===== src/rtl/pipelined_addsub_pkg.sv =====
// pipelined_addsub_pkg: default sizing and parameter legality check for the pipelined adder/subtractor
package pipelined_addsub_pkg;
  localparam int DEF_WIDTH = 32;
  localparam int DEF_STAGES = 4;
  function automatic bit params_ok(int width, int stages);
    return stages >= 1 && width % stages == 0;
  endfunction
endpackage


===== src/rtl/adder_chunk.sv =====
// adder_chunk: CW-bit combinational add with carry-in, carry-out and carry into the MSB
module adder_chunk #(
  parameter int CW = 8
) (
  input  logic [CW-1:0] a,
  input  logic [CW-1:0] b,
  input  logic          ci,
  output logic [CW-1:0] sum,
  output logic          co,
  output logic          cm
);
  always_comb begin
    {co, sum} = {1'b0, a} + {1'b0, b} + {{CW{1'b0}}, ci};
    cm = a[CW-1] ^ b[CW-1] ^ sum[CW-1];
  end
endmodule


===== src/rtl/pipelined_addsub.sv =====
// pipelined_addsub: elastic STAGES-deep chunked add/subtract with carry rippling between stages
module pipelined_addsub
  import pipelined_addsub_pkg::*;
#(
  parameter int WIDTH = DEF_WIDTH,
  parameter int STAGES = DEF_STAGES
) (
  input  logic             clk,
  input  logic             rst_n,
  input  logic             in_valid,
  output logic             in_ready,
  input  logic [WIDTH-1:0] A,
  input  logic [WIDTH-1:0] B,
  input  logic             Cin,
  input  logic             Sub,
  output logic             out_valid,
  input  logic             out_ready,
  output logic [WIDTH-1:0] Sum,
  output logic             Cout,
  output logic             Ovf
);
  localparam int CW = WIDTH / STAGES;
  if (!params_ok(WIDTH, STAGES)) begin : g_bad_params
    $error("pipelined_addsub: WIDTH must be a multiple of STAGES and STAGES >= 1");
  end
  logic [WIDTH-1:0] a_q [STAGES];
  logic [WIDTH-1:0] b_q [STAGES];
  logic [WIDTH-1:0] s_q [STAGES];
  logic [WIDTH-1:0] a_in [STAGES];
  logic [WIDTH-1:0] b_in [STAGES];
  logic [WIDTH-1:0] s_in [STAGES];
  logic v_q [STAGES];
  logic c_q [STAGES];
  logic o_q [STAGES];
  logic v_in [STAGES];
  logic c_in [STAGES];
  logic rdy [STAGES+1];
  assign rdy[STAGES] = out_ready;
  for (genvar k = 0; k < STAGES; k++) begin : g_stage
    logic [CW-1:0] cs;
    logic co, cm;
    logic [WIDTH-1:0] s_nx;
    // Subtraction becomes A + ~B + ~Cin right at capture, so every stage just adds.
    if (k == 0) begin : g_first
      assign a_in[0] = A;
      assign b_in[0] = Sub ? ~B : B;
      assign c_in[0] = Cin ^ Sub;
      assign v_in[0] = in_valid;
      assign s_in[0] = '0;
    end else begin : g_next
      assign a_in[k] = a_q[k-1];
      assign b_in[k] = b_q[k-1];
      assign c_in[k] = c_q[k-1];
      assign v_in[k] = v_q[k-1];
      assign s_in[k] = s_q[k-1];
    end
    assign rdy[k] = !v_q[k] || rdy[k+1];
    adder_chunk #(.CW(CW)) u_add (
      .a  (a_in[k][k*CW +: CW]),
      .b  (b_in[k][k*CW +: CW]),
      .ci (c_in[k]),
      .sum(cs),
      .co (co),
      .cm (cm)
    );
    always_comb begin
      s_nx = s_in[k];
      s_nx[k*CW +: CW] = cs;
    end
    always_ff @(posedge clk or negedge rst_n) begin
      if (!rst_n) begin
        v_q[k] <= 1'b0;
        a_q[k] <= '0;
        b_q[k] <= '0;
        s_q[k] <= '0;
        c_q[k] <= 1'b0;
        o_q[k] <= 1'b0;
      end else if (rdy[k]) begin
        v_q[k] <= v_in[k];
        if (v_in[k]) begin
          a_q[k] <= a_in[k];
          b_q[k] <= b_in[k];
          s_q[k] <= s_nx;
          c_q[k] <= co;
          o_q[k] <= cm ^ co;
        end
      end
    end
  end
  assign in_ready = rdy[0];
  assign out_valid = v_q[STAGES-1];
  assign Sum = s_q[STAGES-1];
  assign Cout = c_q[STAGES-1];
  assign Ovf = o_q[STAGES-1];
endmodule


===== config.mk =====
export PLATFORM = sky130hd
export DESIGN_NAME = pipelined_addsub
export DESIGN_NICKNAME = d
export VERILOG_FILES = /design/src/rtl/pipelined_addsub_pkg.sv /design/src/rtl/adder_chunk.sv /design/src/rtl/pipelined_addsub.sv
export SDC_FILE = /design/constraint.sdc
export NUM_CORES = 1
export LEC_CHECK = 0
export CORE_UTILIZATION = 55
export CTS_BUF_LIST = sky130_fd_sc_hd__clkbuf_4 sky130_fd_sc_hd__clkbuf_8
export DETAILED_ROUTE_END_ITERATION = 10
export PLACE_DENSITY = 0.8
export SETUP_SLACK_MARGIN = 0.5
export SKIP_CTS_REPAIR_TIMING = 1
export SYNTH_ARGS = -nofsm -noshare
export SYNTH_HDL_FRONTEND = slang
export SYNTH_SLANG_ARGS = --single-unit

===== constraint.sdc =====
create_clock -name clk -period 2.5 [get_ports clk]
set_input_delay 0.25 -clock clk [delete_from_list [all_inputs] [get_ports clk]]
set_output_delay 0.25 -clock clk [all_outputs]
set_load 0.005 [all_outputs]

==> results.yml <==
status:
  status: "finished, violations left"
  violations: "design-rule violations"
synth:
  synth_top_family_by_area: "multiplexers"
  synth_edf_count: 0
  yosysWarnings: 0
  ys_async_sr_fraction_pct: 100
  synth_compound_area_share_pct: 8.29
  synth_area_sq_um: 8400
  synth-simple-area-share_pct: 9.00
  ys_types: 48
  syn_inst: 708
  synthMuxAreaShare_pct: 13.5
  synth-seq-cells: 185
  synth_top_cell_by_area: "dfrtp_1"
  synth_nets: 814
  yosysTopAreaCellShare_pct: 55.1
  synthAdderAreaFrac_pct: 6.08
  synthXorXnorAreaFrac_pct: 5.32
  synth_area_leaders: "dfrtp_1 (55%), mux2_2 (14%), nand2_1 (6.0%)"
  syn_avg_cell_area_sq_um: 11.9
  yosysMostFrequentCell: "dfrtp_1"
  ys_seq_area_share_pct: 55.1
  synth_ff_type: "dfrtp_1"
  yosys-top-cells-count: "dfrtp_1 (185), nand2_1 (135), mux2_2 (101)"
final_layout:
  final_area_sq_um: 10400
  drive_gt1_share_pct: 22.9
  utilization_pct: 70.5
  diodes: 0
  area_delta_synth_final_pct: 23.4
  fin_cells: 1026
  finalNetCount: 935
global_route:
  grt.busiest_layer: "met2"
  grt_pass1_wl_mm: 27.8
  grt_max_degree: 89
  grtUsageMet2_pct: 39.3
  gr-usage-met1_pct: 27.4
  grt-ovfl-total: 0
  grt_antenna_before_repair: 0
  grt_pass1_vias: 5801
  grt_use_met3_pct: 4.32
  grt_usage_pct: 22.5
placed_design:
  portBuffers: 105
  dp.final_hpwl_mm: 11.5
  place_area_sq_um: 9720
  globalplace.congestion: 0.892
  pre_cts_slack_ns: -0.217
  dp_cells: 979
sta:
  slew_headroom_pct: 50.6
  worst_pin_slew_ns: 0.738
  timing.fmax_mhz: 467
  post-route-period-util_pct: 85.7
  hold_slack_ns: 0.289
  hold_viol_final: 0
  setup_viol: 0
  rsz0062_at_grt: "yes"
  final.setup.tns_ns: 0
  min_period_ns: 2.14
  drv_slew: 0
  finClkSkew_ns: 0.00882
  setup_ws_ns: 0.357
die:
  start_util_pct: 57.1
  die_h_um: 126
  coreArea_sq_um: 14700
  die_area_sq_um: 15800
  die_width_um: 126
  boundaryPins: 106
  rows: 44
pwr:
  p_leak_nw: 4.70
  p_per_area_nw_per_um2: 1020
  power_mw: 10.5
  vdd_drop_max_uv: 383
drt:
  drc_errors: 7
  vias: 5579
  drt_iter0_drc: 327
  ant_nets: 0
  wirelength_mm: 16.7
  post_drt_wl_per_cell_um: 16.3
  firstDrtPassIters: 7
  viasPerCell: 5.44
setup_path:
  cpLargestDelayFamily: "simple AND/OR/NAND/NOR gates"
  r2r_slack_ns: 0.36
  worstSetupEndpointType: "register"
  r2r-end: "g_stage[3].s_nx[22]$_DFFE_PN0P_"
  cp_slowest_cell: "or4_1"
  critPathMaxFanout: 4
  crit_path_max_incr_delay_ns: 0.51
  path_cells: "fa_2 -> inv_1 -> fa_1 -> nor2b_2 -> o21ai_2 -> a21boi_2 -> or4_1 -> nand3_1"
  crit_arrival_ns: 2.54
  cp.required_ns: 2.90
  r2r-start: "a_in[48]$_DFFE_PN0P_"
  cp-start-kind: "register"
  path_buf_inv: 1
  worstSetupPathType: "register to register"
  r2r_cells: 8
clock_tree:
  cts_made_buffers: 17
  worstSkewPairLatency_ns: 0.46
  root_buffer: "clkbuf_8"
  htree_levels: 4
  cts.path.max_buffers: 2
  cts_sinks: 185
  path_clk_slew_ns: 0.09
  cts_tree: "done"
worst_hold_path:
  hold_path_class: "primary input to register"
  worstHoldPathCells: 4
  min-delay-start: "A[0]"
  hold_path_end: "g_stage[1].s_nx[0]$_DFFE_PN0P_"
flow_run:
  maxCapViolCount: 0
layout make-up:
type / count / area [sq um]
sequential: 185 / 4630
fill: 1015 / 4340
multi-input combinational: 479 / 3650
timing repair buffer: 133 / 1360
clock buffer: 24 / 299
tap: 184 / 230
clock inverter: 8 / 143
inverter: 13 / 48.8
layout by cell type, fill, tap and decap left out, types with 6 or more instances in the layout:
master / Yosys / routed
fa_2: 0 / 7
inv_1: 13 / 12
buf_12: 0 / 6
xnor2_1: 28 / 28
a21oi_1: 16 / 12
clkdlybuf4s50_1: 0 / 98
ha_1: 28 / 28
dfrtp_1: 185 / 185
buf_4: 5 / 20
nand2b_1: 6 / 6
nand2_1: 135 / 132
clkbuf_8: 0 / 19
o21ai_0: 56 / 53
mux2_2: 101 / 101
nor2_1: 7 / 7
xor2_1: 23 / 21
a21o_1: 7 / 7
worst min-delay path, cell delays in order:
cell and delay (ns):
dlymetal6s2s_1 0.11, fa_2 0.21, nand2_1 0.07, nand2_1 0.07
flip-flops by register name, indices dropped and copies added (netlist names):
name          cells
a_in             48
b_in             48
g_stage.s_nx     48
Sum              32
c_in              3
v_in              3
Cout              1
Ovf               1
out_valid         1
layer usage:
layer	share of wire, %	vias up
li1	-	2655
met1	43	2752
met2	51	133
met3	3.6	39
met4	2.3	0
met5	0	-
power by group:
part	switching [mW]	internal, mW
logic	1.63	2.09
registers	0.594	4.01
clock network	1.00	1.19
total	3.23	7.30
cells by family (layout without fill, tap and decap cells):
| kind of cell | after synthesis | after routing |
|---|---|---|
| flops | 185 | 185 |
| simple gates | 175 | 175 |
| compound gates | 116 | 116 |
| mux | 101 | 101 |
| xor+xnor | 51 | 51 |
| buf+inv | 44 | 178 |
| fa+ha+maj | 36 | 36 |
worst max-delay path by stage:
stage	startpoint	endpoint	slack, ns	cells after the start
2_1_floorplan	Sub	g_stage[1].s_nx[6]$_DFFE_PN0P_	0.07	11
3_3_place_gp	B[0]	g_stage[1].s_nx[6]$_DFFE_PN0P_	-0.18	10
3_5_place_dp	B[0]	g_stage[1].s_nx[6]$_DFFE_PN0P_	-0.22	10
4_1_cts	a_in[48]$_DFFE_PN0P_	g_stage[3].s_nx[22]$_DFFE_PN0P_	0.25	8
5_1_grt	a_in[48]$_DFFE_PN0P_	g_stage[3].s_nx[22]$_DFFE_PN0P_	0.26	8
6_report	a_in[48]$_DFFE_PN0P_	g_stage[3].s_nx[22]$_DFFE_PN0P_	0.36	8
Power figures use the tool's default switching activity.
